$ cat src/rtl/ahb_pkg.sv
// Shared AHB-Lite definitions: transfer types, response codes,
// word transfer size and the slave interface FSM states.
package ahb_pkg;

  typedef enum logic [1:0] {
    HT_IDLE   = 2'b00,
    HT_BUSY   = 2'b01,
    HT_NONSEQ = 2'b10,
    HT_SEQ    = 2'b11
  } htrans_t;

  localparam logic HRESP_OKAY  = 1'b0;
  localparam logic HRESP_ERROR = 1'b1;

  localparam logic [2:0] HSIZE_WORD = 3'b010;

  typedef enum logic [2:0] {
    S_IDLE,
    S_SETUP,
    S_ACCESS,
    S_ERR1,
    S_ERR2
  } state_t;

  function automatic logic is_active(input htrans_t t);
    return (t == HT_NONSEQ) || (t == HT_SEQ);
  endfunction

endpackage

$ cat src/rtl/ahb_slave_if.sv
// AHB-Lite slave to register-file bridge: one wait state (SETUP) then a
// data phase (ACCESS) that drives rd_en/wr_en to the backend and stalls
// on backend ready; a registered backend error gives a two-cycle ERROR.
// Ports: clk, rst (sync, active high); AHB-Lite HSEL/HADDR/HTRANS/
// HWRITE/HSIZE/HWDATA/HREADY in, HRDATA/HREADYOUT/HRESP out; backend
// rd_en/wr_en/address(word index)/wr_data out, rd_data/ready/error in.
// Option: define AHB_SLV_SIZE_CHECK_EN to reject non-word or unaligned
// transfers locally (ERROR response, no backend access).
module ahb_slave_if
  import ahb_pkg::*;
#(
  parameter int DATA_WIDTH = 32,
  parameter int ADDR_WIDTH = 32
) (
  input  logic                  clk,
  input  logic                  rst,
  input  logic                  HSEL,
  input  logic [ADDR_WIDTH-1:0] HADDR,
  input  logic [1:0]            HTRANS,
  input  logic                  HWRITE,
  input  logic [2:0]            HSIZE,
  input  logic [DATA_WIDTH-1:0] HWDATA,
  input  logic                  HREADY,
  output logic [DATA_WIDTH-1:0] HRDATA,
  output logic                  HREADYOUT,
  output logic                  HRESP,
  output logic                  rd_en,
  output logic                  wr_en,
  output logic [ADDR_WIDTH-1:0] address,
  output logic [DATA_WIDTH-1:0] wr_data,
  input  logic [DATA_WIDTH-1:0] rd_data,
  input  logic                  ready,
  input  logic                  error
);

  state_t state_q, state_d;

  logic [ADDR_WIDTH-1:0] haddr_q;
  logic                  hwrite_q;
  logic [2:0]            hsize_q;

  logic accept;
  logic bad_req;
  logic take;
  logic unused_bits;

  assign accept = HSEL && HREADY && is_active(htrans_t'(HTRANS));

`ifdef AHB_SLV_SIZE_CHECK_EN
  assign bad_req = (HSIZE != HSIZE_WORD) || (HADDR[1:0] != 2'b00);
`else
  assign bad_req = 1'b0;
`endif

  // Size is captured for completeness but only consulted at accept time.
  assign unused_bits = ^{hsize_q, HSIZE, haddr_q[1:0]};

  // Only latch a new address phase in a cycle where this slave is ready,
  // otherwise the transfer in flight would lose its address.
  assign take = accept && HREADYOUT;

  assign address = haddr_q >> 2;

  always_ff @(posedge clk) begin
    if (rst) begin
      state_q  <= S_IDLE;
      haddr_q  <= '0;
      hwrite_q <= 1'b0;
      hsize_q  <= 3'b000;
    end else begin
      state_q <= state_d;
      if (take) begin
        haddr_q  <= HADDR;
        hwrite_q <= HWRITE;
        hsize_q  <= HSIZE;
      end
    end
  end

  always_comb begin
    state_d   = state_q;
    HREADYOUT = 1'b1;
    HRESP     = HRESP_OKAY;
    rd_en     = 1'b0;
    wr_en     = 1'b0;
    wr_data   = '0;
    HRDATA    = '0;
    unique case (state_q)
      S_IDLE: begin
        if (accept) state_d = bad_req ? S_ERR1 : S_SETUP;
      end
      S_SETUP: begin
        HREADYOUT = 1'b0;
        state_d   = S_ACCESS;
      end
      S_ACCESS: begin
        if (error) begin
          HREADYOUT = 1'b0;
          HRESP     = HRESP_ERROR;
          state_d   = S_ERR2;
        end else begin
          wr_en     = hwrite_q;
          rd_en     = !hwrite_q;
          HREADYOUT = ready;
          if (hwrite_q) wr_data = HWDATA;
          if (!hwrite_q && ready) HRDATA = rd_data;
          if (ready) begin
            if (accept) state_d = bad_req ? S_ERR1 : S_SETUP;
            else state_d = S_IDLE;
          end
        end
      end
      S_ERR1: begin
        HREADYOUT = 1'b0;
        HRESP     = HRESP_ERROR;
        state_d   = S_ERR2;
      end
      S_ERR2: begin
        HRESP = HRESP_ERROR;
        if (accept) state_d = bad_req ? S_ERR1 : S_SETUP;
        else state_d = S_IDLE;
      end
      default: state_d = S_IDLE;
    endcase
  end

endmodule

$ cat config.mk
export PLATFORM = sky130hd
export DESIGN_NAME = ahb_slave_if
export DESIGN_NICKNAME = d
export VERILOG_FILES = /design/src/rtl/ahb_pkg.sv /design/src/rtl/ahb_slave_if.sv
export SDC_FILE = /design/constraint.sdc
export NUM_CORES = 1
export LEC_CHECK = 0
export ABC_AREA = 0
export CELL_PAD_IN_SITES_DETAIL_PLACEMENT = 1
export CELL_PAD_IN_SITES_GLOBAL_PLACEMENT = 1
export CORE_MARGIN = 3
export CORE_UTILIZATION = 18
export CTS_BUF_LIST = sky130_fd_sc_hd__clkbuf_4 sky130_fd_sc_hd__clkbuf_8
export DETAILED_ROUTE_END_ITERATION = 6
export GPL_TIMING_DRIVEN = 0
export PLACE_DENSITY = 0.89
export REMOVE_ABC_BUFFERS = 1
export SYNTH_ARGS = -nofsm -noshare
export SYNTH_HDL_FRONTEND = slang
export SYNTH_SLANG_ARGS = --single-unit
$ cat constraint.sdc
create_clock -name clk -period 1.7 [get_ports clk]
set_input_delay 0.255 -clock clk [delete_from_list [all_inputs] [get_ports clk]]
set_output_delay 0.255 -clock clk [all_outputs]
set_load 0.05 [all_outputs]
# ---- After elaboration in Yosys (flattened, before gate mapping)
# Cells that the tools add are included.
dict set report totals {
  regBits 36
  inputBits 108
  output_inout_bits 100
  word_cells 40
}
dict set report op_classes {
  n_eq_ne 8
  mux 19
  reduce_logical 10
}
# operator count
set ops {}
lappend ops {{two-way mux 32 bit} 6}
lappend ops {{case mux 3 bit (5 select lines)} 1}
lappend ops {{two-way mux 3 bit} 3}
lappend ops {{two-way mux 1 bit} 7}
lappend ops {{== test 3 x 2 -> 1 bit, second input constant} 2}
lappend ops {{== test 2 bit, second input constant} 2}
lappend ops {{logical AND 1 bit} 4}
lappend ops {{case mux 1 bit (2 select lines)} 2}
lappend ops {{OR reduction 2 bit} 2}
lappend ops {{== test 3 x 1 -> 1 bit, second input constant} 1}
lappend ops {{== test 3 bit, second input constant} 1}
lappend ops {{logical NOT 3 bit} 1}
lappend ops {{inequality test 3 bit, second input constant} 1}
lappend ops {{inequality test 2 bit, second input constant} 1}
lappend ops {{AND reduction 2 bit} 1}
lappend ops {{logical NOT 1 bit} 1}
lappend ops {{logical OR 1 bit} 1}

# ---- Depth between registers and ports, before layout
dict set report depth {
  depth_word 7
  depth_mapped 5
  mapped_depth_nobuf 3
}

# ---- Least setup slack after synthesis
# No wires, ideal clock.
dict set report synth_timing {
  path_kind {register to output}
  start {reg state_q[0]}
  end {out wr_data[10]}
  arrival_ps 1709
  t_required_ps 1445
  setup_slack_ps -264
  stages_incl_launch_ff 6
  n_path_buf 2
  path_cell_list {dfxtp_1 -> buf_6 -> nand2b_1 -> nor4b_4 -> buf_2 -> and2_1}
}
dict set report synth_between {
  elab_chain_len 2
}
# element line_no
set synth_lines {}
lappend synth_lines {{start: declaration} ahb_slave_if.sv:36} ;# state_t state_q, state_d;
lappend synth_lines {{start signal: assignment} ahb_slave_if.sv:71} ;# state_q <= state_d;
lappend synth_lines {{== test 3 x 2 -> 1 bit} ahb_slave_if.sv:88} ;# unique case (state_q)
lappend synth_lines {{two-way mux 32 bit} ahb_slave_if.sv:88}
lappend synth_lines {{end: declaration} ahb_slave_if.sv:30} ;# output logic [DATA_WIDTH-1:0] wr_data,
# No other way between the ends.

# ---- Final worst setup path
dict set report layout_timing {
  start {reg hwrite_q}
  end {out HRDATA[17]}
}
dict set report layout_between {
  elab_chain_len 5
}
# element line_no
set layout_lines {}
lappend layout_lines {{start: declaration} ahb_slave_if.sv:39} ;# logic hwrite_q;
lappend layout_lines {{start signal: assignment} ahb_slave_if.sv:68} ;# hwrite_q <= 1'b0;
lappend layout_lines {{start signal: assignment} ahb_slave_if.sv:74} ;# hwrite_q <= HWRITE;
lappend layout_lines {{logical NOT 1 bit} ahb_slave_if.sv:106} ;# if (!hwrite_q && ready) HRDATA = rd_data;
lappend layout_lines {{logical AND 1 bit} ahb_slave_if.sv:106}
lappend layout_lines {{two-way mux 32 bit} ahb_slave_if.sv:106}
lappend layout_lines {{two-way mux 32 bit} ahb_slave_if.sv:97} ;# if (error) begin
lappend layout_lines {{two-way mux 32 bit} ahb_slave_if.sv:88}
lappend layout_lines {{end: declaration} ahb_slave_if.sv:24} ;# output logic [DATA_WIDTH-1:0] HRDATA,
# No other way between the ends.

==> results.cfg <==
[worst_setup_path]
critPathArrivalTime_ns = 1.82
rrSetupSlack_ns = 0.14
cp_max_fo = 7
crit_required_ns = 1.44
r2r_end = haddr_q[17]
startpoint_type = register
worstSetupPathType = register to output pin
worst-r2r-cell-count = 6
r2r-start = state_q[2]
worst_setup_path_end_kind = output pin

[timing]
final.period_utilization_pct = 121.9
rsz0062_at_grt = yes
setup_ws_ns = -0.3730
finalHoldViolCount = 0
worst_slew_pin_slew_ns = 0.7761
final.setup.tns_ns = -18.84
slew_violations = 0
min_period_ns = 2.073
fmax_mhz = 482.4
skew_ns = 0.009547
setup_viol = 66
slew_headroom_pct = 48.26

[placed_design]
place.gp.congestion = 0.8418
hpwl_um = 7275
io_buffers = 199
dpl.cell_count = 554

[floorplanning]
start_util_pct = 18.90
num_rows = 38
die-height_um = 113.8
die_w_um = 113.8
dieArea_um2 = 12960
io_pins = 208
core_um2 = 11080

[global_routing]
overflow = 0
grt.total_usage_pct = 15.11
antenna_found_initial = 0
grt_pass1_wl_um = 15280
grt_pass1_vias = 2684
grt_max_degree = 66

[clocking]
numCtsBuffers = 5
root_buffer = clkbuf_8
insertion_delay_ns = 0.29
cts_tree = yes
clkSinkCount = 34
clkTransAtPathRegs_ns = 0.08
clockBufferDepth = 2
htree_levels = 2

[synth]
syn_area_um2 = 2093
yosysTopAreaCell = dfxtp_1
postSynthCellCount = 232
synth_seq_cells = 34
synthTopCellsByArea = dfxtp_1, nand2b_1, and2_1
yosysSeqAreaShare_pct = 32.52
netlist.area_leader.share_pct = 32.52
yosys_warnings = 0
syn_avg_cell_area_um2 = 9.023
yosysUniqueCellTypes = 24

[finish]
utilization_pct = 44.79
instances_no_fill = 585
antenna_cells = 0
nets = 552
fillers = 1213
final_cell_mix = clkdlybuf4s50_1, nand2b_1, buf_8
area_delta_synth_final_pct = 137.1
drive_gt1_share_pct = 38.88
final_common_cell = clkdlybuf4s50_1

[pwr]
powerDensity_nw_per_um2 = 430.6
p_leak_nw = 2.153
irDropWorstVdd_mv = 0.3753

[worst_hold_path]
hold_path_depth = 2
hold_path_end = haddr_q[26]
worstHoldStart = haddr_q[26]
min_path_type = register to register

[routing]
drt_pass1_iterations = 3
num_vias = 2453
routed_via_density = 4.193
ant_nets = 0
drc = 0
drt_iter0_drc = 51
wire_per_inst_um = 18.82
wl_um = 11010

[status]
status = finished, violations left
violations = negative setup slack

[flow_run]
cap_viol_max_count = 0
[flip-flops by register name, indices dropped and copies added, names as in the netlist]
signal	cells
haddr_q	30
state_q	3
hwrite_q	1
[stage by stage]
| step | instance area [um2] | total power [mW] | worst slack (ns) | hold slack, ns |
|---|---|---|---|---|
| 2_1_floorplan | 1959 | 1.066 | -0.7396 | 0.3314 |
| 3_3_place_gp | 4126 | 1.386 | -1.414 | 0.4581 |
| 3_5_place_dp | 4151 | 1.397 | -1.403 | 0.4664 |
| 4_1_cts | 4767 | 2.166 | -0.3955 | 0.4789 |
| 5_1_grt | 4962 | 2.242 | -0.4295 | 0.4969 |
| 6_report | 4962 | 2.137 | -0.3730 | 0.4756 |
[what timing repair did]
item,in CTS,in global routing
buffers inserted,15,2
gates cloned,4,2
resized for setup,599,54
hold buffers,0,0
setup endpoints to repair,126,71
endpoints found under the hold margin,0,0
pin swaps,27,29
[critical path: stages (launching register included)]
cell and delay [ns]:
dfxtp_4 0.34, or4b_4 0.59, nor2_4 0.16, buf_6 0.15, and2_4 0.15, buf_8 0.14
[how the worst max path moves through the flow]
stage | startpoint | to | slack [ns] | cells after the start
3_3_place_gp | error | wr_data[3] | -1.41 | 4
6_report | hwrite_q | HRDATA[17] | -0.37 | 5
5_1_grt | hwrite_q | HRDATA[17] | -0.43 | 5
3_5_place_dp | error | wr_data[26] | -1.40 | 4
4_1_cts | hwrite_q | HRDATA[6] | -0.40 | 5
2_1_floorplan | state_q[0] | wr_data[0] | -0.74 | 3
[synth_stat cells (all sizes together)]
| library cell | count |
|---|---|
| nand2b | 66 |
| a22oi | 1 |
| clkbuf | 9 |
| a221oi | 1 |
| or4b | 1 |
| mux2i | 31 |
| nor2 | 2 |
| nor3 | 2 |
| o22ai | 1 |
| nor2b | 1 |
| dfxtp | 34 |
| o31a | 1 |
| inv | 1 |
| nor4b | 2 |
| o21ai | 2 |
| and2 | 64 |
| buf | 11 |
| nand3 | 1 |
| conb | 1 |
[per-layer routing]
metal | vias to the layer above | track usage [%] | wire [um]
li1 | 1152 | - | -
met5 | - | 0 | 0
met1 | 1155 | 15.25 | 3768
met2 | 136 | 29.92 | 6009
met4 | 0 | 2.138 | 130
met3 | 10 | 5.623 | 1102
[final cells by class]
class                           instances  area [um2]  share of cell area, %
Tap cell                              140       175.2                  3.530
Inverter                                1       3.754                0.07564
Sequential cell                        34       695.7                  14.02
Clock buffer                            5       68.82                  1.387
Clock inverter                          3       40.04                 0.8069
Multi-Input combinational cell        180        1478                  29.78
Timing Repair Buffer                  222        2501                  50.40
[logic make-up after synthesis]
kind of cell	after synthesis	synth area share, %
flip-flops	34	32.52
other	1	0.1791
AO/OA/AOI/OAI	6	2.810
AND/OR/NAND/NOR	139	42.92
multiplexers	31	14.82
buffers and inverters	21	6.754
[power by group]
group          switching (mW)  internal (mW)
logic                   0.247          0.312
registers              0.0151          0.818
clock network           0.312          0.432
total                   0.574           1.56
(Power assumes the default switching activity.)
